**src/rtl/cam_pkg.sv**
```systemverilog
// Shared types and defaults for the camera frame-capture block.
package cam_pkg;

  typedef enum logic [1:0] {
    IDLE    = 2'd0,
    WAIT_VS = 2'd1,
    CAPTURE = 2'd2,
    DONE    = 2'd3
  } cap_state_t;

  localparam int H_PIXELS_DEF = 160;
  localparam int V_LINES_DEF  = 120;

endpackage

```
**src/rtl/sync_edge.sv**
```systemverilog
// Two-flop synchronizer for an asynchronous camera sync line, with
// single-cycle rise/fall pulses derived from the synchronized copy.
module sync_edge (
  input  logic clk,
  input  logic rst,
  input  logic din,
  output logic rise,
  output logic fall
);

  logic s1, s2, s3;

  // s1/s2 resolve metastability; s3 is the previous synchronized value
  always_ff @(posedge clk or posedge rst) begin
    if (rst) begin
      s1 <= 1'b0;
      s2 <= 1'b0;
      s3 <= 1'b0;
    end else begin
      s1 <= din;
      s2 <= s1;
      s3 <= s2;
    end
  end

  assign rise = s2 & ~s3;
  assign fall = ~s2 & s3;

endmodule

```
**src/rtl/frame_capture_ctrl.sv**
```systemverilog
// Frame capture controller: arms on request, captures one frame between
// VSYNC falling and rising edges, writes pixels to a linear frame buffer.
// Optional macro FRAME_CAPTURE_STATS_EN enables the completed-frame counter;
// without it FRAME_CNT is tied to zero.
module frame_capture_ctrl
  import cam_pkg::*;
#(
  parameter int H_PIXELS = H_PIXELS_DEF,
  parameter int V_LINES  = V_LINES_DEF,
  parameter int ADDR_W   = 15
) (
  input  logic              CLK,
  input  logic              RST,
  input  logic              VSYNC,
  input  logic              HREF,
  input  logic              ARM,
  input  logic              CONT,
  input  logic              READY_COLOR,
  input  logic              ACK,
  output logic              START,
  output logic              WE,
  output logic [ADDR_W-1:0] ADDR,
  output logic              FRAME_DONE,
  output logic              BUSY,
  output logic              ERR,
  output logic [15:0]       FRAME_CNT
);

  // col and line saturate at H_PIXELS / V_LINES since dropped pixels never advance them
  localparam int COL_W  = $clog2(H_PIXELS + 1);
  localparam int LINE_W = $clog2(V_LINES + 1);

  cap_state_t        state;
  logic [COL_W-1:0]  col, col_inc;
  logic [LINE_W-1:0] line, line_nxt;
  logic [ADDR_W-1:0] base;
  logic              frame_err;
  logic              vs_rise, vs_fall, hs_rise, hs_fall;
  logic              px_ok, px_drop, line_step;

  sync_edge u_vs (.clk(CLK), .rst(RST), .din(VSYNC), .rise(vs_rise), .fall(vs_fall));
  sync_edge u_hs (.clk(CLK), .rst(RST), .din(HREF),  .rise(hs_rise), .fall(hs_fall));

  // pixel accept/drop and the line advance; a pixel coinciding with HREF fall counts toward the line
  always_comb begin
    px_ok   = 1'b0;
    px_drop = 1'b0;
    if (state == CAPTURE && READY_COLOR) begin
      if (col < COL_W'(H_PIXELS) && line < LINE_W'(V_LINES)) px_ok = 1'b1;
      else                                                   px_drop = 1'b1;
    end
    col_inc   = col + COL_W'(px_ok);
    line_step = hs_fall && (col_inc != '0);
    line_nxt  = line + LINE_W'(line_step);
  end

  // main FSM with registered outputs; base tracks line*H_PIXELS without a multiplier
  always_ff @(posedge CLK or posedge RST) begin
    if (RST) begin
      state      <= IDLE;
      col        <= '0;
      line       <= '0;
      base       <= '0;
      frame_err  <= 1'b0;
      START      <= 1'b0;
      WE         <= 1'b0;
      ADDR       <= '0;
      FRAME_DONE <= 1'b0;
      BUSY       <= 1'b0;
      ERR        <= 1'b0;
    end else begin
      WE <= 1'b0;
      case (state)
        IDLE: begin
          if (ARM) begin
            state <= WAIT_VS;
            BUSY  <= 1'b1;
          end
        end
        WAIT_VS: begin
          if (vs_fall) begin
            state     <= CAPTURE;
            START     <= 1'b1;
            col       <= '0;
            line      <= '0;
            base      <= '0;
            frame_err <= 1'b0;
            ERR       <= 1'b0;
          end
        end
        CAPTURE: begin
          if (px_ok) begin
            WE   <= 1'b1;
            ADDR <= base + ADDR_W'(col);
          end
          col  <= hs_fall ? '0 : col_inc;
          line <= line_nxt;
          if (line_step) base <= base + ADDR_W'(H_PIXELS);
          if (px_drop) frame_err <= 1'b1;
          if (vs_rise) begin
            state      <= DONE;
            START      <= 1'b0;
            BUSY       <= 1'b0;
            FRAME_DONE <= 1'b1;
            ERR        <= frame_err | px_drop | (line_nxt != LINE_W'(V_LINES));
          end
        end
        DONE: begin
          // a VSYNC fall in this cycle is ignored; a fresh one is needed in WAIT_VS
          if (ACK) begin
            FRAME_DONE <= 1'b0;
            if (CONT) begin
              state <= WAIT_VS;
              BUSY  <= 1'b1;
            end else begin
              state <= IDLE;
            end
          end
        end
        default: state <= IDLE;
      endcase
    end
  end

`ifdef FRAME_CAPTURE_STATS_EN
  logic done_entry;
  assign done_entry = (state == CAPTURE) && vs_rise;

  // completed-frame counter, wraps naturally at 16 bits
  always_ff @(posedge CLK or posedge RST) begin
    if (RST)             FRAME_CNT <= 16'd0;
    else if (done_entry) FRAME_CNT <= FRAME_CNT + 16'd1;
  end
`else
  assign FRAME_CNT = 16'd0;
`endif

endmodule

```
**config.mk**
```make
export PLATFORM = sky130hd
export DESIGN_NAME = frame_capture_ctrl
export DESIGN_NICKNAME = d
export VERILOG_FILES = /design/src/rtl/cam_pkg.sv /design/src/rtl/sync_edge.sv /design/src/rtl/frame_capture_ctrl.sv
export SDC_FILE = /design/constraint.sdc
export NUM_CORES = 1
export LEC_CHECK = 0
export ABC_AREA = 1
export CAP_MARGIN = 10
export CORE_UTILIZATION = 50
export DETAILED_ROUTE_END_ITERATION = 16
export GPL_TIMING_DRIVEN = 0
export PLACE_DENSITY = 0.75
export SYNTH_ARGS = -nofsm -noshare
export SYNTH_HDL_FRONTEND = slang
export SYNTH_SLANG_ARGS = --single-unit
```
**constraint.sdc**
```tcl
create_clock -name CLK -period 3.6 [get_ports CLK]
set_input_delay 0.36 -clock CLK [delete_from_list [all_inputs] [get_ports CLK]]
set_output_delay 0.36 -clock CLK [all_outputs]
set_load 0.01 [all_outputs]
```
# --- After elaboration in Yosys (flattened, before gate mapping) ---
# Cells that the tools add are included.
word_totals:
  word_cells: 93
  n_memories: 0
  input_bits: 8
  mem_bits_rw: 0
  register_bits: 59
  out_inout_bits: 36
  latch_bits: 0
  romBits: 0
classes:
  div_mod_pow: 0
  multipliers: 0
  addsub: 4
  eq_ne: 11
  n_lt_le_gt_ge: 2
  n_mux: 35
  bitwise_logic: 8
  n_reduce_logical: 16
  n_shift: 0
op_table:
  columns: ["operator", "count"]
  rows:
  - ["15-bit 2-to-1 mux", 2]
  - ["15-bit one-hot mux with 2 select lines", 1]
  - ["1-bit 2-to-1 mux", 17]
  - ["8-bit 2-to-1 mux", 2]
  - ["8-bit one-hot mux with 2 select lines", 1]
  - ["15-bit by 8-bit adder with 15-bit output", 1]
  - ["15-bit by 8-bit adder with 15-bit output, second input constant", 1]
  - ["7-bit one-hot mux with 2 select lines", 1]
  - ["3-bit AND reduction", 4]
  - ["2-bit inequality test, second input constant", 5]
  - ["8-bit by 1-bit adder with 8-bit output", 1]
  - ["8-bit < comparator, second input constant", 1]
  - ["2-bit 2-to-1 mux", 4]
  - ["1-bit one-hot mux with 2 select lines", 4]
  - ["2-bit one-hot mux with 4 select lines", 1]
  - ["8-bit nonzero test", 1]
  - ["7-bit by 1-bit adder with 7-bit output", 1]
  - ["7-bit < comparator, second input constant", 1]
  - ["7-bit 2-to-1 mux", 1]
  - ["7-bit inequality test, second input constant", 1]
  - ["5-bit AND reduction", 1]
  - ["2-bit == test, second input constant", 2]
  - ["2-bit by 1-bit inequality test with 1-bit output, second input constant", 2]
  - ["2-bit AND reduction", 2]
  - ["other kinds (10)", 18]

# --- Logic depth before layout (Yosys ltp) ---
depth:
  word_depth: 12
  mapped_depth: 24
  mapped_depth_nobuf: 23

# --- Hierarchy ---
# Synthesis repeated with hierarchy kept, for this count alone.
hier_totals:
  hier_cells: 379
  area_unflattened_um2: 2972.9
modules_own_cells:
  columns: ["module", "n_inst", "area_each_um2", "cells_per_inst", "seq_area_each_um2"]
  rows:
  - ["frame_capture_ctrl", 1, 2785.2, 363, 1201.2]
  - ["sync_edge", 2, 93.8, 8, 75.1]

# --- Least setup slack after synthesis ---
# Ideal clock, no wire load.
synth_path:
  kind: "reg-to-reg"
  start: "register state[0]"
  end: "register ERR"
  period_less_slack_ps: 3009
  required_ps: 3483
  t_arrival_ps: 2891
  n_path_buf: 1
  path_slack_ps: 591
  stages_incl_launch_ff: 24
  setup_time_ps: 117
  cell_sequence: "dfrtp_1 -> inv_1 -> ha_1 -> buf_2 -> nand2_1 -> nor2_1 -> ha_1 -> nand2_1 -> nor2_2 -> nand2_1 -> nand2_1 -> nand2_1 -> nor2_1 -> nand3_1 -> nand2_1 -> inv_1 -> ha_1 -> ha_1 -> xnor2_1 -> nand3_1 -> nor3_1 -> nand3_1 -> nand3_1 -> nand2_1"
synth_between:
  elab_chain_len: 11
  elab_cells_between_ends: 18
  cone_classes: "add/sub: 2; eq/ne: 5; mux: 4; bitwise: 2; reduce/logical: 5"
synth_lines:
  columns: ["element", "line_no", "text"]
  rows:
  - ["from (decl)", "frame_capture_ctrl.sv:33", "cap_state_t state;"]
  - ["from (signal assigned)", "frame_capture_ctrl.sv:60", "state <= IDLE;"]
  - ["from (signal assigned)", "frame_capture_ctrl.sv:76", "state <= WAIT_VS;"]
  - ["from (signal assigned)", "frame_capture_ctrl.sv:82", "state <= CAPTURE;"]
  - ["2-bit == test", "frame_capture_ctrl.sv:48, frame_capture_ctrl.sv:73", null]
  - ["1-bit logical AND", "frame_capture_ctrl.sv:48", "if (state == CAPTURE && READY_COLOR) begin"]
  - ["1-bit 2-to-1 mux", "frame_capture_ctrl.sv:48", null]
  - ["8-bit by 1-bit adder with 8-bit output", "frame_capture_ctrl.sv:52", "col_inc = col + COL_W'(px_ok);"]
  - ["8-bit nonzero test", "frame_capture_ctrl.sv:53", "line_step = hs_fall && (col_inc != '0);"]
  - ["1-bit logical AND", "frame_capture_ctrl.sv:53", null]
  - ["7-bit by 1-bit adder with 7-bit output", "frame_capture_ctrl.sv:54", "line_nxt = line + LINE_W'(line_step);"]
  - ["7-bit inequality test", "frame_capture_ctrl.sv:105", "ERR <= frame_err | px_drop | (line_nxt != LINE_W'(V_LINES));"]
  - ["1-bit bitwise OR", "frame_capture_ctrl.sv:105", null]
  - ["1-bit 2-to-1 mux", "frame_capture_ctrl.sv:100", "if (vs_rise) begin"]
  - ["1-bit one-hot mux with 2 select lines", "frame_capture_ctrl.sv:73", "case (state)"]
  - ["to (signal assigned)", "frame_capture_ctrl.sv:105", null]
  - ["to (decl)", "frame_capture_ctrl.sv:25", "output logic ERR,"]
# Several ways; a longest one is shown, not always the timed one. The select of a mux whose other input is x is not followed.
# A chain may end at the register's enable or synchronous reset.

# --- Worst setup path in the final report ---
# Ends and elaborated chain as after synthesis.

==> results.py <==
metrics = {
    "cts": {
        "clkLatencyLatePin_ns": 0.31,
        "cts.htree.levels": 2,
        "hold_buffers": 0,
        "clkTransAtPathRegs_ns": 0.09,
        "cts_root_buf": "clkbuf_8",
        "clock_sinks": 54,
        "cts_tree": "built",
        "clockBufferDepth": 2,
        "cts_buffers": 5,
    },
    "critical_path": {
        "critPathSlowestCell": "dfrtp_1",
        "r2r-end": "ERR$_DFFE_PP0P_",
        "cp_top_family": "simple AND/OR/NAND/NOR gates",
        "worstPathRequired_ns": 3.80,
        "crit_cells": 24,
        "rrSetupSlack_ns": 0.29,
        "path_cells": "inv_2 > ha_1 > buf_6 > nand2_4 > nor2_4 > ha_2 > nand2_2 > nor2_4 > nand2_1 > nand2_1 > nand2_1 > nor2_1 > nand3_1 > nand2_1 > inv_1 > ha_1 > ha_1 > nand3_1 > nor3_1 > xor2_1 > nor2_1 > nand3_1 > nand3_1 > nand2_1",
        "path_buf_inv": 3,
        "r2r_start": "state[0]$_DFFE_PP0P_",
        "worst_ep_arrival_time_ns": 3.51,
        "cpMostUsedCell": "nand2_1",
        "endpoint_kind": "register",
        "cpPeakStageDelay_ns": 0.41,
        "reg2reg_depth": 24,
        "crit_type": "reg2reg",
        "path_max_fanout": 10,
        "cp-start-kind": "register",
    },
    "pwr": {
        "powerDensity_mw_per_mm2": 515.0,
        "vdd_drop_max_mv": 0.4387,
        "p_leak_nw": 1.787,
    },
    "final_layout": {
        "syn_to_final_growth_pct": 19.11,
        "antenna_cells": 0,
        "drive_gt1_share_pct": 12.77,
        "stdcell_area_mm2": 0.003532,
        "finalNetCount": 435,
    },
    "logic_synthesis": {
        "synth_edf_count": 0,
        "synth_area_leaders": "dfrtp_1 (46%), nand2_1 (11%), inv_1 (6.3%), ha_1 (5.1%), nand3_1 (4.9%)",
        "yosys_warnings": 0,
        "yosys_most_used_dff": "dfrtp_1",
        "synthesis.area_per_instance_um2": 8.147,
        "ys_seq_elements": 54,
        "synth_area_leader_cell": "dfrtp_1",
        "yosysSeqAreaShare_pct": 45.57,
        "syn_area_mm2": 0.002965,
        "syn_inst": 364,
        "yosysMostFrequentCell": "nand2_1",
        "synth_cell_type_count": 30,
        "synth_top_area_share_pct": 45.57,
        "ys_async_sr_fraction_pct": 100.0,
        "synth_common_cells": "nand2_1 (89), dfrtp_1 (54), inv_1 (50)",
    },
    "floorplan": {
        "core_mm2": 0.005608,
        "dieHeight_um": 79.01,
        "die_w_um": 79.01,
        "start_util_pct": 52.88,
        "io_pins": 44,
        "rows": 27,
        "die_area_mm2": 0.006243,
    },
    "drt": {
        "wl_um": 5719,
        "drc": 0,
        "wl_per_cell_um": 11.74,
        "ant_nets": 0,
        "vias": 2406,
        "viasPerCell": 4.940,
        "drt_iter0_markers": 113,
        "drtPass1Iterations": 4,
    },
    "global_route": {
        "grt_max_degree": 43,
        "grt_use_met1_pct": 26.22,
        "top_usage_layer": "met2",
        "grt_antenna_before_repair": 0,
        "grt.met2_usage_pct": 35.69,
        "grt_pass1_wl_um": 10070,
        "first_global_vias": 2340,
        "grt.overflow.total": 0,
        "track_usage_pct": 20.60,
        "gr-usage-met3_pct": 3.793,
    },
    "run_status": {
        "status": "finished clean",
    },
    "place": {
        "portBuffers": 27,
        "post-dp-hpwl_um": 4236,
        "dpl_cell_area_mm2": 0.003402,
        "place_congestion": 0.8566,
    },
    "timing": {
        "hold_violations": 0,
        "finalSetupViolCount": 0,
        "finalCriticalPeriod_ns": 3.311,
        "fin_skew_ns": 0.007891,
        "fmax_mhz": 302.0,
        "slew_violations": 0,
        "tns_ns": 0,
        "post-route-period-util_pct": 91.97,
        "worstMarginPinSlew_ns": 0.6847,
        "max_slew_margin_pct": 54.05,
    },
    "worst_hold_path": {
        "min_path_type": "in2async",
    },
    "flow_run": {
        "cap_viol_max_count": 0,
    },
}
## repair_timing
item                                    4_1_cts  5_1_grt
endpoints found under the hold margin         0        0
setup buffers                                 0        1
resized for setup                             4       10
pin swaps                                     0        1
endpoints found under the setup margin        1        1
cloned                                        0        0
## worst max path at each step
stage	slack, ns	end	startpoint
floorplan	0.59	ERR$_DFFE_PP0P_	state[0]$_DFFE_PP0P_
global placement	-0.07	ERR$_DFFE_PP0P_	state[0]$_DFFE_PP0P_
detailed placement	-0.21	ERR$_DFFE_PP0P_	state[0]$_DFFE_PP0P_
CTS	0.05	ERR$_DFFE_PP0P_	state[0]$_DFFE_PP0P_
global route	-0.001	ERR$_DFFE_PP0P_	state[0]$_DFFE_PP0P_
finish	0.29	ERR$_DFFE_PP0P_	state[0]$_DFFE_PP0P_
## kinds of logic after synthesis
group           Yosys count  share of synthesized area, %
other cells               1                        0.1265
xor+xnor                  9                         2.658
buf+inv                  73                         11.98
fa+ha+maj                12                         5.063
simple gates            158                         22.28
flops                    54                         45.57
mux                       4                         1.519
compound gates           53                         10.80
## flip-flops by register name, indices dropped and copies added (netlist names)
signal / count
state: 2
u_vs.s3: 1
col: 8
ERR: 1
ADDR: 15
START: 1
u_hs.s2: 1
base: 10
frame_err: 1
line: 7
WE: 1
FRAME_DONE: 1
u_vs.s2: 1
u_hs.s1: 1
BUSY: 1
u_hs.s3: 1
u_vs.s1: 1
## metrics by stage
| step | power [mW] | hold slack, ns | worst slack [ns] | std cells | utilization [%] |
|---|---|---|---|---|---|
| 6_report | 1.819 | 0.3019 | 0.2892 | 487 | 62.99 |
| 2_1_floorplan | 1.216 | 0.3312 | 0.5912 | 379 | - |
| 4_1_cts | 1.821 | 0.3088 | 0.04850 | 486 | 62.29 |
| 3_5_place_dp | 1.485 | 0.3387 | -0.2087 | 479 | 60.66 |
| 3_3_place_gp | 1.458 | 0.3343 | -0.06809 | 478 | 60.31 |
| 5_1_grt | 1.957 | 0.3253 | -0.001294 | 487 | 62.99 |
## layout make-up
class,instances,area [µm²]
fillers,543,2076
clock buffers,5,68.82
well taps,72,90.09
inverters,50,187.7
multi-input cells,252,1353
plain buffers,23,173.9
clock inverters,2,10.01
repair buffers,29,297.8
flip-flops and latches,54,1351
## cell usage in the layout, fill, tap and decap left out, types with 2 or more instances in the layout
cell type,count
o21ai_0,20
dfrtp_1,54
o21a_1,5
nor2_1,25
o22ai_1,11
mux2_2,4
clkdlybuf4s50_1,27
nand2_1,87
clkbuf_8,5
buf_4,17
or2_2,2
xor2_1,7
inv_1,47
clkinv_2,2
nor3_1,5
nor2_4,2
nor2_2,2
nand3_1,29
a21oi_1,9
conb_1,16
ha_1,11
o21ai_1,2
buf_6,3
buf_2,4
inv_2,3
nand2_2,2
## report_power, final
| group | switching (mW) | internal, mW |
|---|---|---|
| clock | 0.191 | 0.131 |
| combinational | 0.455 | 0.304 |
| sequential | 0.0508 | 0.688 |
## routing by layer
layer / part of all wire, % / wire length, µm / up-vias
li1: - / - / 1233
met2: 49 / 2774 / 45
met4: 1.1 / 61 / 0
met1: 47 / 2675 / 1123
met3: 3.6 / 208 / 5
met5: 0 / 0 / -
Note: power is estimated with default switching activity, not from simulation.
